`src/rtl/bin_to_bcd_seq.sv`:
```
// Sequential binary-to-packed-BCD converter (double dabble, one bit per clock).
// Out-of-range inputs saturate to all nines in a single cycle and flag ovf.
module bin_to_bcd_seq #(
    parameter int unsigned BIN_W  = 24,
    parameter int unsigned DIGITS = 7
) (
    input  logic                  clk,
    input  logic                  rst,
    input  logic                  start,
    input  logic [BIN_W-1:0]      bin,
    output logic [4*DIGITS-1:0]   bcd,
    output logic                  busy,
    output logic                  done,
    output logic                  ovf
);

    function automatic longint unsigned pow10(input int unsigned n);
        longint unsigned p;
        p = 64'd1;
        for (int unsigned i = 0; i < n; i++) begin
            p = p * 64'd10;
        end
        return p;
    endfunction

    localparam int unsigned     BCD_W   = 4 * DIGITS;
    localparam int unsigned     CNT_W   = (BIN_W > 1) ? $clog2(BIN_W) : 1;
    localparam longint unsigned MAX_VAL = pow10(DIGITS) - 64'd1;
    localparam logic [CNT_W-1:0] LAST   = CNT_W'(BIN_W - 1);
    localparam logic [BCD_W-1:0] NINES  = {DIGITS{4'h9}};

    typedef enum logic [0:0] {
        S_IDLE  = 1'b0,
        S_SHIFT = 1'b1
    } state_t;

    state_t             state_q;
    logic [BIN_W-1:0]   bin_q;
    logic [BCD_W-1:0]   scratch_q;
    logic [CNT_W-1:0]   cnt_q;
    logic [BCD_W-1:0]   bcd_q;
    logic               busy_q;
    logic               done_q;
    logic               ovf_q;

    logic [BCD_W-1:0]   adj_c;
    logic [BCD_W-1:0]   scratch_d;
    logic               in_range_c;

    // Add 3 to every digit >= 5, then shift in the next binary MSB.
    always_comb begin
        adj_c = scratch_q;
        for (int unsigned k = 0; k < DIGITS; k++) begin
            if (adj_c[4*k +: 4] >= 4'd5) begin
                adj_c[4*k +: 4] = adj_c[4*k +: 4] + 4'd3;
            end
        end
        scratch_d  = (adj_c << 1) | BCD_W'(bin_q[BIN_W-1]);
        in_range_c = (64'(bin) <= MAX_VAL);
    end

    always_ff @(posedge clk) begin
        if (!rst) begin
            state_q   <= S_IDLE;
            bin_q     <= '0;
            scratch_q <= '0;
            cnt_q     <= '0;
            bcd_q     <= '0;
            busy_q    <= 1'b0;
            done_q    <= 1'b0;
            ovf_q     <= 1'b0;
        end else begin
            done_q <= 1'b0;
            case (state_q)
                S_IDLE: begin
                    if (start) begin
                        if (in_range_c) begin
                            bin_q     <= bin;
                            scratch_q <= '0;
                            cnt_q     <= '0;
                            busy_q    <= 1'b1;
                            state_q   <= S_SHIFT;
                        end else begin
                            bcd_q  <= NINES;
                            ovf_q  <= 1'b1;
                            done_q <= 1'b1;
                        end
                    end
                end
                S_SHIFT: begin
                    scratch_q <= scratch_d;
                    bin_q     <= bin_q << 1;
                    cnt_q     <= cnt_q + CNT_W'(1);
                    if (cnt_q == LAST) begin
                        bcd_q   <= scratch_d;
                        ovf_q   <= 1'b0;
                        done_q  <= 1'b1;
                        busy_q  <= 1'b0;
                        state_q <= S_IDLE;
                    end
                end
                default: state_q <= S_IDLE;
            endcase
        end
    end

    assign bcd  = bcd_q;
    assign busy = busy_q;
    assign done = done_q;
    assign ovf  = ovf_q;

endmodule
```
`config.mk`:
```
export PLATFORM = sky130hd
export DESIGN_NAME = bin_to_bcd_seq
export DESIGN_NICKNAME = d
export VERILOG_FILES = /design/src/rtl/bin_to_bcd_seq.sv
export SDC_FILE = /design/constraint.sdc
export NUM_CORES = 1
export LEC_CHECK = 0
export ABC_AREA = 0
export ABC_CLOCK_PERIOD_IN_PS = 2900
export BUFFER_PORTS_ARGS = -buffer_cell sky130_fd_sc_hd__buf_2
export CAP_MARGIN = 30
export CORE_MARGIN = 1
export CORE_UTILIZATION = 55
export DETAILED_ROUTE_END_ITERATION = 16
export HOLD_SLACK_MARGIN = 0.08
export PLACE_DENSITY = 0.77
export SLEW_MARGIN = 20
export SYNTH_ARGS = -nofsm -noshare
export SYNTH_HDL_FRONTEND = slang
export SYNTH_SLANG_ARGS = --single-unit
```
`constraint.sdc`:
```
create_clock -name clk -period 2.9 [get_ports clk]
set_input_delay 0.58 -clock clk [delete_from_list [all_inputs] [get_ports clk]]
set_output_delay 0.58 -clock clk [all_outputs]
set_load 0.02 [all_outputs]
```
# Word-level counts from Yosys, hierarchy flattened
# Index checks and enable logic that the tools add are counted.
# W data, S select, Z words.
[totals]
register_bits = 89
in_bits = 27
output_inout_bits = 31
elab_cells = 69
[classes]
addsub = 8
magnitude_cmp = 8
eq_ne = 5
n_mux = 35
bitwise = 2
reduce_logical = 3
[ops]
columns = ["operator", "count"]
rows = [
  ["$mux W28", 5],
  ["$pmux W28 S2", 2],
  ["$mux W24", 2],
  ["$pmux W24 S2", 1],
  ["$ge A4 B3 Y1 const B", 7],
  ["$or A28 B1 Y28", 1],
  ["$add A4 B2 Y4 const B", 6],
  ["$le A24 B24 Y1 const B", 1],
  ["$mux W4", 6],
  ["$mux W1", 11],
  ["$mux W5", 2],
  ["$pmux W5 S2", 1],
  ["$pmux W1 S2", 4],
  ["$ne A2 B2 Y1 const B", 3],
  ["$reduce_and A3 Y1", 2],
  ["$add A5 B1 Y5 const B", 1],
  ["$eq A5 B5 Y1 const B", 1],
  ["$add A3 B2 Y3 const B", 1],
  ["$mux W3", 1],
  ["$ne A2 B1 Y1 const B", 1],
  ["$reduce_and A2 Y1", 1],
  ["$not A1 Y1", 1],
]

# Depth between registers and ports, before layout
[logic_depth]
depth_word = 5
depth_mapped = 8
mapped_depth_nobuf = 7

# Worst setup path after synthesis
# OpenSTA, ideal clock, no wires.
[synth_path]
path_type = "input port to flip-flop"
startpoint = "input port bin[8]"
endpoint = "register bcd_q[12], in the netlist bcd[12]"
setup_ps = 117
arrival_time_ps = 1708
required_time_ps = 2783
setup_slack_ps = 1076
path_stages = 6
n_path_buf = 1
path_cell_list = "o211a_1 o2111ai_2 a21o_1 a31oi_1 buf_2 o22a_1"
[synth_via]
elab_chain_cells = 3
[synth_lines]
columns = ["item", "line", "rtl"]
rows = [
  ["start, declared", "10", "input logic [BIN_W-1:0] bin,"],
  ["$le A24 B24 Y1", "59", "in_range_c = (64'(bin) <= MAX_VAL);"],
  ["$ne A2 B2 Y1 (no line)", "n/a", ""],
  ["$reduce_and A3 Y1 (no line)", "n/a", ""],
  ["end signal, assigned", "95", "bcd_q <= scratch_d;"],
  ["end, declared", "41", "logic [BCD_W-1:0] bcd_q;"],
]
# Every way passes these cells.
# A chain may end at the register's enable or synchronous reset.

# Worst setup path after layout
[layout_path]
startpoint = "register cnt_q[0]"
endpoint = "register bcd_q[5], in the netlist bcd[5]"
[layout_via]
elab_chain_cells = 3
[layout_lines]
columns = ["item", "line", "rtl"]
rows = [
  ["start, declared", "40", "logic [CNT_W-1:0] cnt_q;"],
  ["start signal, assigned", "93", "cnt_q <= cnt_q + CNT_W'(1);"],
  ["$eq A5 B5 Y1", "94", "if (cnt_q == LAST) begin"],
  ["$ne A2 B1 Y1 (no line)", "n/a", ""],
  ["$reduce_and A3 Y1 (no line)", "n/a", ""],
]
# Every way passes these cells.

==> qor.txt <==
EDFF count, synth: 0
status: finished, final reports clean
Post-Synth Simple-Gate Area: 16.1%
Synthesized Nets: 485
max cap viols: 0
WHS: 0.449 ns
Post-Route Utilization: 65.2%
critical path endpoint category: flop
xor and xnor area share after synthesis: 1.74%
Die Wd: 87.7 µm
CTS tree: yes
flop and latch count out of synthesis: 89
vias: 3446
initial core utilization: 58.1%
sequential share of power: 52.1%
Syn-to-layout area delta: 12.2%
net switching power: 0.717 mW
# IOs: 58
NumNets Final: 534
yosys warns: 0
top cells by count, synth: 89 x dfxtp_1, 50 x nand2_1, 40 x nor2_1
number of global-route vias before repair: 3185
Tmin final: 2.17 ns
Critical Path RT: 3.20 ns
antenna violations before repair: 0
Syn Inst Count: 443
Clock Tree Buf Depth: 2
largest net degree at the start of global routing: 60
drt drc: 0
number of clock sinks: 89
global-route wire length before repair: 15.2 mm
Initial DRT Pass Iterations: 5
clock network power share: 32.6%
Synth top area share: 44.2%
switching share of power: 27.9%
number of DRC markers in iteration 0: 235
Hold Path Depth: 3
# placed instances: 577
# hold bufs at CTS: 0
Critical Path Start Type: flop
Leakage: 1.88 nW
Die Ht: 87.7 µm
Max Clock Skew: 0.0129 ns
Synth async-reset ratio: 0%
mapped cell area: 4040 µm²
setup bufs post-CTS: 0
Post-synth top flop: dfxtp_1
most frequent cell after synthesis: dfxtp_1
Slew @ Worst Pin: 0.897 ns
Power Dens Cells: 568 nW/µm²
layout cells sized above 1: 18.6%
RSZ-0062 raised after global routing: no
post-synthesis mux area share: 2.14%
GRT Total Usage: 25.9%
Reg2Reg Depth: 7
Synth Area in Adders: 4.65%
Register Area: 1780 µm²
Mean Syn Cell Area: 9.11 µm²
grt total ovfl: 0
Peak supply drop: 0.000375 V
hpwl dp: 6.02 mm
normalized max-slew margin: 40.0%
Core Region: 6940 µm²
area of the multi-input gates: 2030 µm²
clock slew at reported path FFs: 0.09 ns
global placement routability congestion: 0.789
DP Area: 4340 µm²
root buffer cell: clkbuf_8
Worst-Skew Late Latency: 0.37 ns
Num CTS Buffers: 9
ranking of synthesized cells by area: dfxtp_1 44%, ha_1 4.7%, nand2_1 4.7%, a32oi_1 4.6%, o21ai_0 3.8%
H-tree levels: 3
FP Rows: 30
Synth Area in Compound Gates: 25.6%
Hold Path Class: in -> reg
fin cells: 591
Int Pwr: 1.85 mW
sequential fraction of the synthesis area: 44.2%
Routed Antenna Nets: 0
final hold violations: 0
port buffer count: 57
Fillers: 605
synth unique cells: 48
vias per inst: 5.83
largest family of logic cells by synthesized area: compound AO/OA/AOI/OAI gates
WL per Instance: 15.6 µm
# diodes: 0
final instance area: 4530 µm²
cell taking the most area after synthesis: dfxtp_1
Slew Viols, Final: 0
# resized after CTS: 0
Worst Path Max Fanout: 14
f_max: 460 MHz
crit share post-route: 74.9%
Detailed Route WL: 9.21 mm
die area: 7680 µm²
WP data arrival: 2.47 ns
CP Class: reg -> reg
Comb pwr share: 15.3%
Final Setup Violations: 0
total negative setup slack: 0 ns
==> power by group through the flow <==
stage / Sequential, mW / Combinational (mW) / Clock [mW]
3_5_place_dp: 1.37 / 0.390 / 0
5_1_grt: 1.35 / 0.435 / 0.892
6_report: 1.34 / 0.394 / 0.838
3_3_place_gp: 1.36 / 0.381 / 0
2_1_floorplan: 1.39 / 0.258 / 0
4_1_cts: 1.34 / 0.393 / 0.839
==> critical path, stage by stage (launching register included) <==
cell and delay [ns]:
dfxtp_1 0.34, ha_1 0.22, and3_1 0.22, a31oi_1 0.59, nand2_1 0.14, o22ai_2 0.17
buf_4 0.25, a22o_1 0.17
==> logic make-up (layout without fill, tap and decap cells) <==
logic type | count (synthesis) | in the layout
AO/OA/AOI/OAI | 142 | 142
AND/OR/NAND/NOR | 136 | 136
flip-flops | 89 | 89
buffers and inverters | 45 | 97
adder cells (fa/ha/maj) | 15 | 15
XOR/XNOR | 8 | 8
multiplexers | 8 | 8
==> through the flow <==
stage / setup slack [ns] / power [mW]
floorplan: 1.08 / 1.65
global route: 0.649 / 2.67
finish: 0.728 / 2.57
detailed placement: 0.605 / 1.76
CTS: 0.761 / 2.57
global placement: 0.659 / 1.74
==> cell usage in the layout (no fill, tap or decap), drive strengths merged, types with 5 or more instances in the layout <==
| master | n |
|---|---|
| a2bb2oi | 11 |
| nor2 | 41 |
| buf | 65 |
| nand3 | 14 |
| o211a | 6 |
| xnor2 | 8 |
| a22o | 9 |
| inv | 18 |
| nor3 | 9 |
| ha | 15 |
| clkbuf | 11 |
| a21oi | 24 |
| a32oi | 21 |
| nand2 | 50 |
| nor3b | 7 |
| o2bb2ai | 5 |
| o21ai | 33 |
| dfxtp | 89 |
| nand2b | 8 |
| o22a | 5 |
| a22oi | 10 |
| mux2 | 5 |
==> area by class of cell <==
class | instances | share of cell area (%)
clock inverter | 3 | 0.940
inverter | 18 | 1.49
sequential | 89 | 39.4
timing repair buffer | 65 | 7.63
clock buffer | 11 | 3.12
multi-input combinational | 309 | 44.8
tap | 96 | 2.65
==> state kept, by name, summed over array words and instances, names as in the netlist <==
name / flops
bcd: 28
scratch_q: 28
bin_q: 24
cnt_q: 5
busy: 1
done: 1
ovf: 1
state_q: 1
==> per-layer routing <==
metal / wire [µm] / up-vias / part of all wire (%) / global-route usage, %
li1: - / 1708 / - / -
met1: 4360 / 1624 / 47 / 34.5
met2: 4210 / 95 / 46 / 40.4
met3: 441 / 19 / 4.8 / 4.34
met4: 208 / 0 / 2.3 / 13.7
met5: 0 / - / 0 / 0
==> worst paths after layout <==
kind / start / to / slack, ns
worst min register to register: ovf$_SDFFE_PN0P_ / ovf$_SDFFE_PN0P_ / 0.46
worst max register to register: cnt_q[0]$_SDFFE_PN0P_ / bcd[5]$_SDFFE_PN0P_ / 0.73
worst min-delay path: bin[5] / bin_q[5]$_SDFFE_PN0P_ / 0.45
worst max-delay path: cnt_q[0]$_SDFFE_PN0P_ / bcd[5]$_SDFFE_PN0P_ / 0.73
No activity file was read; power rests on OpenSTA's default activity.
